File: config.mk
export PLATFORM = sky130hd
export DESIGN_NAME = score_keeper
export DESIGN_NICKNAME = d
export VERILOG_FILES = /design/src/rtl/score_keeper.sv
export SDC_FILE = /design/constraint.sdc
export NUM_CORES = 1
export LEC_CHECK = 0
export CORE_MARGIN = 2
export CORE_UTILIZATION = 45
export CTS_BUF_LIST = sky130_fd_sc_hd__clkbuf_16
export CTS_CLUSTER_DIAMETER = 120
export DETAILED_ROUTE_END_ITERATION = 16
export PLACE_DENSITY_LB_ADDON = 0.08
export REMOVE_ABC_BUFFERS = 1
export SLEW_MARGIN = 20
export SYNTH_ARGS = -nofsm -noshare
export SYNTH_HDL_FRONTEND = slang
export SYNTH_SLANG_ARGS = --single-unit
export TNS_END_PERCENT = 5
File: constraint.sdc
create_clock -name clk -period 2.1 [get_ports clk]
set_input_delay 0.315 -clock clk [delete_from_list [all_inputs] [get_ports clk]]
set_output_delay 0.315 -clock clk [all_outputs]
set_load 0.005 [all_outputs]
File: src/rtl/score_keeper.sv
// score_keeper
// Keeps score for a shooting game. A rising edge on start_new_game begins a
// game with SHOTS shots. Each resolved shot (a rising edge on result_valid)
// uses up one shot and, when it is a hit, raises the score, the streak and a
// short hit_flash pulse. After the last shot the game ends and the best final
// score since reset is updated.
//
// Ports:
//   clk            - clock; all state changes on its rising edge
//   rst_n          - asynchronous active-low reset
//   ena            - design enable; when low every register holds
//   result_valid   - shot resolved (may stay high for several cycles)
//   hit            - shot outcome, sampled with the result_valid rising edge
//   start_new_game - player button (level); its rising edge starts a game
//   shot_enable    - high while a game is in progress
//   shots_left     - shots remaining in the current game
//   score          - hits in the current game (saturates at 15)
//   best           - highest final score since reset
//   streak         - consecutive hits in the current game (saturates at 7)
//   game_over      - high once the last shot of a game has been resolved
//   hit_flash      - high for FLASH cycles after each scored hit
module score_keeper #(
  parameter int SHOTS = 8,
  parameter int FLASH = 4
) (
  input  logic       clk,
  input  logic       rst_n,
  input  logic       ena,
  input  logic       result_valid,
  input  logic       hit,
  input  logic       start_new_game,
  output logic       shot_enable,
  output logic [3:0] shots_left,
  output logic [3:0] score,
  output logic [3:0] best,
  output logic [2:0] streak,
  output logic       game_over,
  output logic       hit_flash
);

  typedef enum logic [1:0] {
    IDLE = 2'd0,
    PLAY = 2'd1,
    OVER = 2'd2
  } state_t;

  state_t     state_q, state_d;
  logic [3:0] shots_left_q, shots_left_d;
  logic [3:0] score_q, score_d;
  logic [3:0] best_q, best_d;
  logic [2:0] streak_q, streak_d;
  logic [3:0] flash_cnt_q, flash_cnt_d;
  logic       rv_prev_q, rv_prev_d;
  logic       start_prev_q, start_prev_d;

  logic       start_evt;
  logic       result_evt;
  logic [3:0] new_score;

  always_ff @(posedge clk or negedge rst_n) begin
    if (!rst_n) begin
      state_q      <= IDLE;
      shots_left_q <= 4'd0;
      score_q      <= 4'd0;
      best_q       <= 4'd0;
      streak_q     <= 3'd0;
      flash_cnt_q  <= 4'd0;
      rv_prev_q    <= 1'b0;
      start_prev_q <= 1'b0;
    end else begin
      state_q      <= state_d;
      shots_left_q <= shots_left_d;
      score_q      <= score_d;
      best_q       <= best_d;
      streak_q     <= streak_d;
      flash_cnt_q  <= flash_cnt_d;
      rv_prev_q    <= rv_prev_d;
      start_prev_q <= start_prev_d;
    end
  end

  always_comb begin
    state_d      = state_q;
    shots_left_d = shots_left_q;
    score_d      = score_q;
    best_d       = best_q;
    streak_d     = streak_q;
    flash_cnt_d  = flash_cnt_q;
    rv_prev_d    = rv_prev_q;
    start_prev_d = start_prev_q;
    new_score    = score_q;
    start_evt    = start_new_game & ~start_prev_q;
    result_evt   = result_valid & ~rv_prev_q;

    // The prev registers only advance while enabled, so an edge that spans
    // a disabled period is still seen on the first enabled cycle.
    if (ena) begin
      rv_prev_d    = result_valid;
      start_prev_d = start_new_game;

      if (flash_cnt_q != 4'd0) begin
        flash_cnt_d = flash_cnt_q - 4'd1;
      end

      // A start edge wins over a coincident result edge, which is dropped.
      if (start_evt) begin
        state_d      = PLAY;
        shots_left_d = 4'(SHOTS);
        score_d      = 4'd0;
        streak_d     = 3'd0;
        flash_cnt_d  = 4'd0;
      end else if (result_evt && (state_q == PLAY)) begin
        shots_left_d = shots_left_q - 4'd1;
        if (hit) begin
          new_score   = (score_q == 4'd15) ? 4'd15 : score_q + 4'd1;
          streak_d    = (streak_q == 3'd7) ? 3'd7 : streak_q + 3'd1;
          flash_cnt_d = 4'(FLASH);
        end else begin
          streak_d = 3'd0;
        end
        score_d = new_score;

        // Last shot: the final score includes this shot's outcome.
        if (shots_left_q == 4'd1) begin
          state_d = OVER;
          if (new_score > best_q) begin
            best_d = new_score;
          end
        end
      end
    end
  end

  assign shot_enable = (state_q == PLAY);
  assign game_over   = (state_q == OVER);
  assign shots_left  = shots_left_q;
  assign score       = score_q;
  assign best        = best_q;
  assign streak      = streak_q;
  assign hit_flash   = (flash_cnt_q != 4'd0);

endmodule

* Yosys cells after proc, flatten, opt, wreduce, memory -nomap -nowiden *
Cells that the tools add are included.
Widths: inputs -> output; s select.

cells by class
  $lt $le $gt $ge = 1
  bitwise logic cells = 5
  reductions and logical operators = 7
  equal/unequal tests = 5
  add/subtract/negate cells = 4
  multiplexer cells = 20

operators by type and width
  kind                 number
  $mux 4               13
  $mux 3               4
  $sub 4x1->4 const B  2
  $mux 2               3
  $reduce_and 5->1     1
  $add 4x1->4 const B  1
  $eq 4x1->1 const B   1
  $eq 4x4->1 const B   1
  $gt 4x4->1           1
  $reduce_bool 2->1    2
  $reduce_bool 4->1    1
  $add 3x1->3 const B  1
  $eq 3x3->1 const B   1
  $not 1->1            3
  $reduce_and 3->1     1
  $and 1x1->1          2
  $eq 2x1->1 const B   1
  $eq 2x2->1 const B   1
  $reduce_and 2->1     1
  $logic_and 1x1->1    1

word-level totals
  register bits = 23
  logic and storage cells = 50
  bits of input ports = 6
  output and inout bits = 18

* Logic depth before layout (Yosys ltp) *
  word-level depth = 8
  gate-level depth with buffers = 9
  depth with buffers taken out = 9

* Worst setup path before layout *
OpenSTA, ideal clock, no wires.

  kind = flip-flop to flip-flop
  start point = reg score_q[0] (netlist: score[0])
  end point = reg best_q[1] (netlist: best[1])
  path slack = -192 ps
  data arrival time = 2167 ps
  setup time = 125 ps
  period minus slack after synthesis = 2292 ps
  cell stages (with the launch flop) = 9
  buffers on the path = 0
  required time = 1975 ps
  cells stage by stage = dfrtp_1 -> ha_1 -> nand3_1 -> a31oi_1 -> ha_1 -> nor2b_1 -> o211ai_1 -> a2111oi_4 -> mux2_2

between the ends
  longest elaborated chain between the ends = 8
  elaborated cells on any way between the ends = 9
  classes of those cells = 1 x add/sub; 1 x order compare; 1 x eq/ne; 5 x mux; 1 x reduce/logical

RTL lines
  item                                              line  source
  from (decl)                                       49    logic [3:0] score_q, score_d;
  from (signal assigned)                            73    score_q <= score_d;
  $add 4x1->4 / $eq 4x4->1 (equally long branches)  115   new_score = (score_q == 4'd15) ? 4'd15 : score_q + 4'd1;
  $mux 4                                            115
  $mux 4 (*)                                        114   if (hit) begin
  $mux 4 (*)                                        112   end else if (result_evt && (state_q == PLAY)) begin
  $mux 4 (*)                                        106   if (start_evt) begin
  $mux 4 (*)                                        97    if (ena) begin
  $gt 4x4->1                                        126   if (new_score > best_q) begin
  $reduce_and 5->1 (no line)                        -
  to (signal assigned)                              74    best_q <= best_d;
  to (decl)                                         50    logic [3:0] best_q, best_d;

Mark *: on every way between the ends. The rest lies on a longest branch, timed or not. The select of a mux whose other input is x is not followed.
A chain may end at the register's enable or synchronous reset.

* Worst setup path in the final report *
Ends and elaborated chain as after synthesis.

==> results.cfg <==
[placed_design]
buffer_ports.inserted = 23
dp_hpwl_um = 2118
placed_cells = 196
gp_congestion = 0.8555

[clock_network]
cts_tree = yes
numCtsBuffers = 3
clk_path_buf_depth = 2
clk_latency_ns = 0.26
clockRootBuffer = clkbuf_16
htreeDepth = 1
ctsHoldBuffers = 0
clk_pin_slew_ns = 0.06
clkSinkCount = 23

[routing]
dr.pass1.iters = 4
drc = 0
vias_per_cell = 5.631
routed_wl_um = 3023
dr.first_iter.drc_count = 25
antenna_left = 0
wire_per_inst_um = 14.89
dr_total_vias = 1143

[yosys]
ys_seq_elements = 23
avgSynthCellArea_um2 = 9.746
syn-instance-count = 133
netlist_area_mm2 = 0.001296
ys_seq_area_share_pct = 44.40
yosysWarnings = 0
synthDistinctLibCells = 35

[grt]
antenna_found_initial = 0
grt_start_max_net_pins = 24
grt_pass1_vias = 1163
gr-total-overflow = 0
use_met2_pct = 31.98
use_met3_pct = 5.357
grt_util_all_layers_pct = 20.51
grt_pass1_wl_um = 5195
grt_util_met1_pct = 27.42
grt_busiest_layer = met2

[floorplan]
dieHeight_um = 57.67
rows = 19
die_x_um = 57.67
core_area_mm2 = 0.002758
initial_core_util_pct = 47.01
boundaryPins = 24
die_area_mm2 = 0.003326

[sta]
post-route-min-period_ns = 2.306
slew_headroom_pct = 73.14
timing.final.ws_setup_ns = -0.2058
fin_setup_tns_ns = -0.7411
rsz0062_at_grt = yes
worstMarginPinSlew_ns = 0.4028
finalSetupViolations = 4
finalMaxSlewViolations = 0
hold_slack_ns = 0.3958
fin_crit_sh_pct = 109.8
fmax_ghz = 0.4337
finalHoldViolations = 0
clock_skew_ns = 0.006920

[setup_path]
cp_cell_sequence = buf_6, nand4_1, nor3_2, a21oi_1, ha_1, o211ai_1, a2111oi_4, buf_4, mux2_4
crit_required_ns = 2.25
startpoint_type = flop
crit_fanout = 4
critical_path_class = reg2reg
cp.buffers_inverters = 2
slowest_delay_ns = 0.42
arrival_ns = 2.46
crit_path_end_kind = flop
cp_top_family = compound AO/OA/AOI/OAI gates
critPathSlowestCell = dfrtp_1

[final_layout]
post-route-util_pct = 66.83
layout_common_cells = dfrtp_1 (23), clkdlybuf4s50_1 (21), buf_4 (15)
drive_above_1_share_pct = 23.26
final_common_cell = dfrtp_1
area_delta_synth_final_pct = 42.18
layout.nets = 188
n_antenna_cell = 0
finalNonFillerCells = 203

[min_path]
holdCritPathClass = in2async

[run_status]
violations = negative setup slack
status = finished, violations left

[power]
pwr_density_cell_mw_per_mm2 = 1055
power_leakage_nw = 0.8100
vdd_ir_drop_max_mv = 0.8734
p_total_w = 0.001945

[run]
maxCapViolations = 0
==> area by class of cell <==
type / count / area, µm²
fill: 223 / 914.6
multi-input combinational: 91 / 730.7
sequential: 23 / 575.6
timing repair buffer: 40 / 366.6
clock buffer: 3 / 75.07
inverter: 14 / 52.55
tap: 31 / 38.79
clock inverter: 1 / 3.754
==> final timing paths <==
kind / cells after the start / endpoint / slack (ns) / from
max: 9 / best[1] / -0.21 / score[0]
min: 2 / flash_cnt_q[2] / 0.40 / rst_n
max reg2reg: 9 / best[1] / -0.21 / score[0]
min reg2reg: 1 / flash_cnt_q[0] / 0.51 / flash_cnt_q[0]
max in group asynchronous: 2 / best[0] / 1.47 / rst_n
min in group clk: 1 / flash_cnt_q[0] / 0.51 / flash_cnt_q[0]
==> metrics by stage <==
step | worst slack (ns) | cell area [µm²]
4_1_cts | -0.2500 | 1810
5_1_grt | -0.3125 | 1843
3_3_place_gp | -0.5189 | 1649
3_5_place_dp | -0.6010 | 1649
2_1_floorplan | -0.1834 | 1275
6_report | -0.2058 | 1843
==> cells in the mapped netlist <==
cell type   n  area, µm²
dfrtp_1    23      575.6
inv_1      14      52.55
a21oi_1    11      55.05
nand2_1    10      37.54
ha_1        9      112.6
o21ai_0     9      45.04
mux2_2      5      56.30
nor2_1      5      18.77
nand3_1     4      20.02
nand4_1     4      25.02
a22o_1      3      26.28
clkbuf_1    3      11.26
nor2b_1     3      18.77
nor3_1      3      15.01
a31oi_1     2      12.51
and3_1      2      12.51
buf_2       2      10.01
mux2i_1     2      20.02
nand2b_1    2      12.51
o22ai_1     2      12.51
a2111oi_4   1      27.53
a211o_1     1      8.760
a211oi_1    1      7.510
a21o_1      1      7.510
a22oi_1     1      7.510
a41o_1      1      10.01
and2_1      1      6.260
and4_1      1      8.760
and4bb_2    1      12.51
nand3_2     1      10.01
o211ai_1    1      7.510
o21a_1      1      7.510
o21ai_2     1      8.760
o31ai_1     1      7.510
or3b_2      1      8.760
==> cells by family (layout without fill, tap and decap cells) <==
kind of cell | count (synthesis) | count (layout) | share of synthesized area, %
AOI/OAI and AO/OA | 37 | 37 | 19.40
adders and majority gates | 9 | 9 | 8.687
buffers and inverters | 19 | 58 | 5.695
DFF | 23 | 23 | 44.40
muxes | 7 | 7 | 5.888
and+or+nand+nor | 38 | 38 | 15.93
==> sequential cells by signal, summed over array words and instances, names as in the netlist <==
register / cells
rv_prev_q: 1
score: 4
shots_left: 4
state_q: 2
start_prev_q: 1
flash_cnt_q: 4
best: 4
streak: 3
==> per-layer routing <==
layer / up-vias / share of wire, %
met4: 0 / 1.5
met2: 35 / 48
met1: 544 / 46
li1: 557 / -
met3: 7 / 4.0
met5: - / 0
==> worst reg2reg max path, cell delays in order, from the launching register on <==
cell	delay [ns]
dfrtp_1	0.42
buf_6	0.12
nand4_1	0.14
nor3_2	0.16
a21oi_1	0.08
ha_1	0.33
o211ai_1	0.14
a2111oi_4	0.30
buf_4	0.20
mux2_4	0.30
==> timing repair <==
| action | 4_1_cts | 5_1_grt |
|---|---|---|
| resized for setup | 14 | 8 |
| pin swaps | 6 | 6 |
| setup endpoints to repair | 5 | 5 |
| buffers inserted | 3 | 0 |
==> power by group <==
part | internal [W] | leakage (nW) | switching (W)
Clock | 0.000255 | 0.0423 | 0.000165
Combinational | 0.000468 | 0.474 | 0.000372
Sequential | 0.000563 | 0.294 | 0.000122
Total | 0.00129 | 0.810 | 0.000659
Note: power is estimated with default switching activity, not from simulation.
==> edit 1 (config.mk and constraints unchanged) <==
Put a register stage on the outputs `shot_enable`, `game_over` and `hit_flash`, with the module's reset. The values now appear one clock later. The other outputs are not delayed to match. Comments in the files are not updated.
--- a/src/rtl/score_keeper.sv
+++ b/src/rtl/score_keeper.sv
@@ -133,4 +133,2 @@
 
-  assign shot_enable = (state_q == PLAY);
-  assign game_over   = (state_q == OVER);
   assign shots_left  = shots_left_q;
@@ -139,3 +137,13 @@
   assign streak      = streak_q;
-  assign hit_flash   = (flash_cnt_q != 4'd0);
+  always_ff @(posedge clk or negedge rst_n) begin
+    if (!rst_n) begin
+      shot_enable <= '0;
+      game_over   <= '0;
+      hit_flash   <= '0;
+    end else begin
+      shot_enable <= (state_q == PLAY);
+      game_over   <= (state_q == OVER);
+      hit_flash   <= (flash_cnt_q != 4'd0);
+    end
+  end
 
Function: changed (Yosys sat finds a counterexample within 4 cycles, from zero or initial values and one cycle with rst_n low).
==> edit 1 against the unedited design <==
- the flow still finishes with violations (setup timing)
- clock skew decreased by 3.9 ps
- cell area increased by 8.1%
- first-iteration DRC count increased by 56%
- worst setup slack got worse by 21 ps
- power increased by 7.9%
- synthesized area increased by 5.8%
- utilization increased by 0.10 points
- count of clock-buffer cells in the layout unchanged
- wire length increased by 13%
- die area increased by 5.4%
- global-route usage increased by 0.54 points
- hold slack improved by 25 ps
- sequential cell count increased by 3
- critical endpoint is now best[2]
==> edit 1: results <==
set metrics [dict create \
    total_cts_buffers 3 \
    grt_usage 0.2105 \
    placement.cell_area_sq_mm 0.001742 \
    critical-path-max-stage-delay_ps 440 \
    outcome "finished, violations left" \
    wirelength_mm 3.428 \
    synth_sequential_area_ratio 0.4745 \
    place.detailed.instances 203 \
    leading_cell_types_by_count_after_synthesis "26 x dfrtp_1, 14 x inv_1, 11 x a21oi_1" \
    synth.area.top_cells "dfrtp_1 47%, ha_1 8.2%, mux2_2 4.1%" \
    failed_checks "setup timing" \
    layout_setup_ws_ps -226.4 \
    final-instance-count-excl-fill 214 \
    power.ir.vdd_worst_mv 0.5862 \
    setup_violations 4 \
    firstDrtPassIters 4 \
    worst_clock_skew_ps 3.041 \
    first_pass_grt_wire_length_mm 5.554 \
    detailed_place_hpwl_mm 2.336 \
    worst_setup_hold_path_clk_slew_ps 60 \
    fraction_of_layout_cells_with_a_size_suffix_above_1 0.2818 \
    buffer_ports.inserted 23 \
    slew_headroom 0.7159 \
    grt_max_degree 27 \
    power_leakage_nw 0.8758 \
    insertion_delay_ps 260 \
    grt_pass1_vias 1254 \
    routabilityCongestion 0.8189 \
    min_path_type "in2async" \
    first_iter_violations 39 \
    totalNegativeSetupSlack_ps -812.3 \
    post_synth.cell_area_avg_sq_um 10.08 \
    cts-root-to-sink-buffers 2 \
]
[edit 1: cell count changes after synthesis]
cell | unedited run | this run
dfrtp_1 | 23 | 26
[edit 1: final timing paths]
| path | startpoint | to | depth (start not counted) |
|---|---|---|---|
| hold / removal | rst_n | flash_cnt_q[3] | 2 |
| min in group clk | state_q[1] | shot_enable | 1 |
| hold reg to reg | state_q[1] | shot_enable | 1 |
| setup reg to reg | score[0] | best[2] | 9 |
| max in group asynchronous | rst_n | score[2] | 2 |
| setup / recovery | score[0] | best[2] | 9 |
[edit 1: worst max-delay path: cells and delay by family (launching register included)]
family	cells	cell delay, ps
flip-flops	1	440
multiplexers	1	300
buffers and inverters	3	510
adder cells (fa/ha/maj)	1	240
AND/OR/NAND/NOR	2	350
AO/OA/AOI/OAI	2	370
[edit 1: kinds of logic after synthesis]
kind of cell               share of synthesized area
AOI/OAI and AO/OA                             0.1834
adders and majority gates                    0.08212
buffers and inverters                        0.05383
DFF                                           0.4744
muxes                                        0.05565
and+or+nand+nor                               0.1505
[edit 1: final cells by class]
cell class,count,area [sq um]
Inverter,14,52.55
Timing Repair Buffer,46,409.1
Tap cell,33,41.29
Sequential cell,26,650.6
Fill cell,231,984.7
Clock buffer,3,75.07
Clock inverter,1,3.754
Multi-Input combinational cell,91,760.7
[edit 1: what timing repair did]
action,in CTS,in global routing
buffers inserted,5,3
endpoints found under the setup margin,4,4
gates resized for setup,14,12
pin swaps,8,8
[edit 1: metal layers]
metal / vias to the layer above / track usage / share of wire
met1: 585 / 0.2809 / 0.45
met4: 0 / 0.08766 / 0.028
li1: 575 / - / -
met5: - / 0 / 0
met3: 13 / 0.03057 / 0.025
met2: 33 / 0.3407 / 0.50
[edit 1: report_power, final]
group	switching [mW]	leakage, nW	internal (mW)
registers	0.130	0.328	0.639
clock network	0.167	0.0385	0.255
logic	0.397	0.509	0.511
[edit 1: per-stage QoR]
| stage | setup slack [ps] | hold slack, ps |
|---|---|---|
| 2_1_floorplan | -183.4 | 19.41 |
| 3_3_place_gp | -442.7 | 430.0 |
| 3_5_place_dp | -517.3 | 439.7 |
| 4_1_cts | -239.4 | 436.9 |
| 5_1_grt | -321.9 | 460.4 |
| 6_report | -226.4 | 421.1 |
==> edit 2 (same flow settings) <==
Made on the original files. Change the parameter `SHOTS` from 8 to 4.
--- a/src/rtl/score_keeper.sv
+++ b/src/rtl/score_keeper.sv
@@ -22,3 +22,3 @@
 module score_keeper #(
-  parameter int SHOTS = 8,
+  parameter int SHOTS = 4,
   parameter int FLASH = 4
Formal check against the unedited RTL: not equivalent (a bounded check fails within 4 cycles, from zero or initial values and one cycle with rst_n low).
==> edit 2 against the unedited design <==
- the flow still finishes with violations (setup timing)
- cell area down 1.5%
- worst setup slack worse by 29 ps
- wire length down 0.26%
- power down 14%
- synthesized area up 0.39%
- first-iteration DRC count down 8.0%
- sequential cell count unchanged
- critical endpoint is now best[3]
==> edit 2: results <==
set metrics [dict create \
    outcome "finished, violations left" \
    failed_checks "setup timing" \
    first_pass_grt_wire_length_mm 5.319 \
    routabilityCongestion 0.8598 \
    fraction_of_layout_cells_with_a_size_suffix_above_1 0.2093 \
    crit_slowest_cell "dfrtp_1" \
    crit_fanout 4 \
    netlist-cell-type-count 38 \
    grt_usage 0.2079 \
    inverters 14 \
    post_synth_inst_count 132 \
    avgViaCountPerCell 5.547 \
    multiInputCombCellCount 90 \
    synth.area.top_cells "dfrtp_1 44%, ha_1 8.7%, inv_1 4.0%" \
    detailed_place_hpwl_mm 2.174 \
    n_fill_cell 222 \
    cts-root-to-sink-buffers 2 \
    synth_warnings 0 \
    layout_setup_ws_ps -235.3 \
    first_iter_violations 23 \
    grt_pass1_vias 1159 \
    multi_input_area_share 0.3866 \
    antenna_found_initial 0 \
    globalRouteMet1Util 0.2693 \
    gr-usage-met2 0.3425 \
    worst_clock_skew_ps 2.537 \
    dp_slack_ps -614.1 \
    worst_setup_hold_path_clk_slew_ps 60 \
    synth_sequential_area_ratio 0.4423 \
    power.ir.vdd_worst_mv 0.7116 \
    layout.buffer.nonclock.area_share 0.2019 \
    leading_cell_types_by_count_after_synthesis "23 x dfrtp_1, 14 x inv_1, 12 x nand2_1" \
    antenna_cells_inserted 0 \
    drt-wirelength-per-cell_um 14.85 \
    met3_usage 0.03571 \
    wirelength_mm 3.015 \
    slew_headroom 0.7941 \
    clock_area_frac 0.04411 \
    power_leakage_nw 0.8109 \
    critical_path.top_delay_family "adder cells" \
    layout.nets 188 \
    setup_violations 4 \
    buffers_excl_clock 41 \
]
[edit 2: kinds of logic after synthesis]
logic type               count (synthesis)  synth area share
adder cells (fa/ha/maj)                  9           0.08654
flip-flops                              23            0.4423
AND/OR/NAND/NOR                         38            0.1586
multiplexers                             7           0.05865
AO/OA/AOI/OAI                           36            0.1981
buffers and inverters                   19           0.05576
[edit 2: routing by layer]
| metal | up-vias | share of wire |
|---|---|---|
| met5 | - | 0 |
| met4 | 0 | 0.025 |
| met3 | 8 | 0.031 |
| met2 | 21 | 0.50 |
| met1 | 545 | 0.44 |
| li1 | 552 | - |
[edit 2: path summary, 6_finish.rpt]
| kind | startpoint | to | slack, ps | depth (start not counted) |
|---|---|---|---|---|
| max in group asynchronous | rst_n | score[1] | 1460 | 2 |
| min reg2reg | flash_cnt_q[0] | flash_cnt_q[0] | 500 | 1 |
| min in group clk | flash_cnt_q[0] | flash_cnt_q[0] | 500 | 1 |
| min | rst_n | best[3] | 410 | 2 |
| max | score[1] | best[3] | -240 | 9 |
| max reg2reg | score[1] | best[3] | -240 | 9 |
[edit 2: metrics by stage]
stage	instance area, sq um	hold WS (ps)	setup TNS, ps
3_3_place_gp	1663	486.6	-1691
5_1_grt	1815	456.2	-1456
6_report	1815	411.3	-856.0
2_1_floorplan	1281	19.41	-515.2
4_1_cts	1798	420.0	-892.8
3_5_place_dp	1663	491.4	-2180
[edit 2: timing repair]
| action | in CTS | in global routing |
|---|---|---|
| setup buffers | 2 | 1 |
| gates resized for setup | 10 | 4 |
| hold endpoints to repair | 0 | 0 |
| pin swaps | 5 | 2 |
| setup endpoints to repair | 5 | 5 |
[edit 2: report_power, final]
group / internal [mW] / switching, mW
Combinational: 0.349 / 0.281
Sequential: 0.536 / 0.0880
Clock: 0.256 / 0.161
Total: 1.14 / 0.530
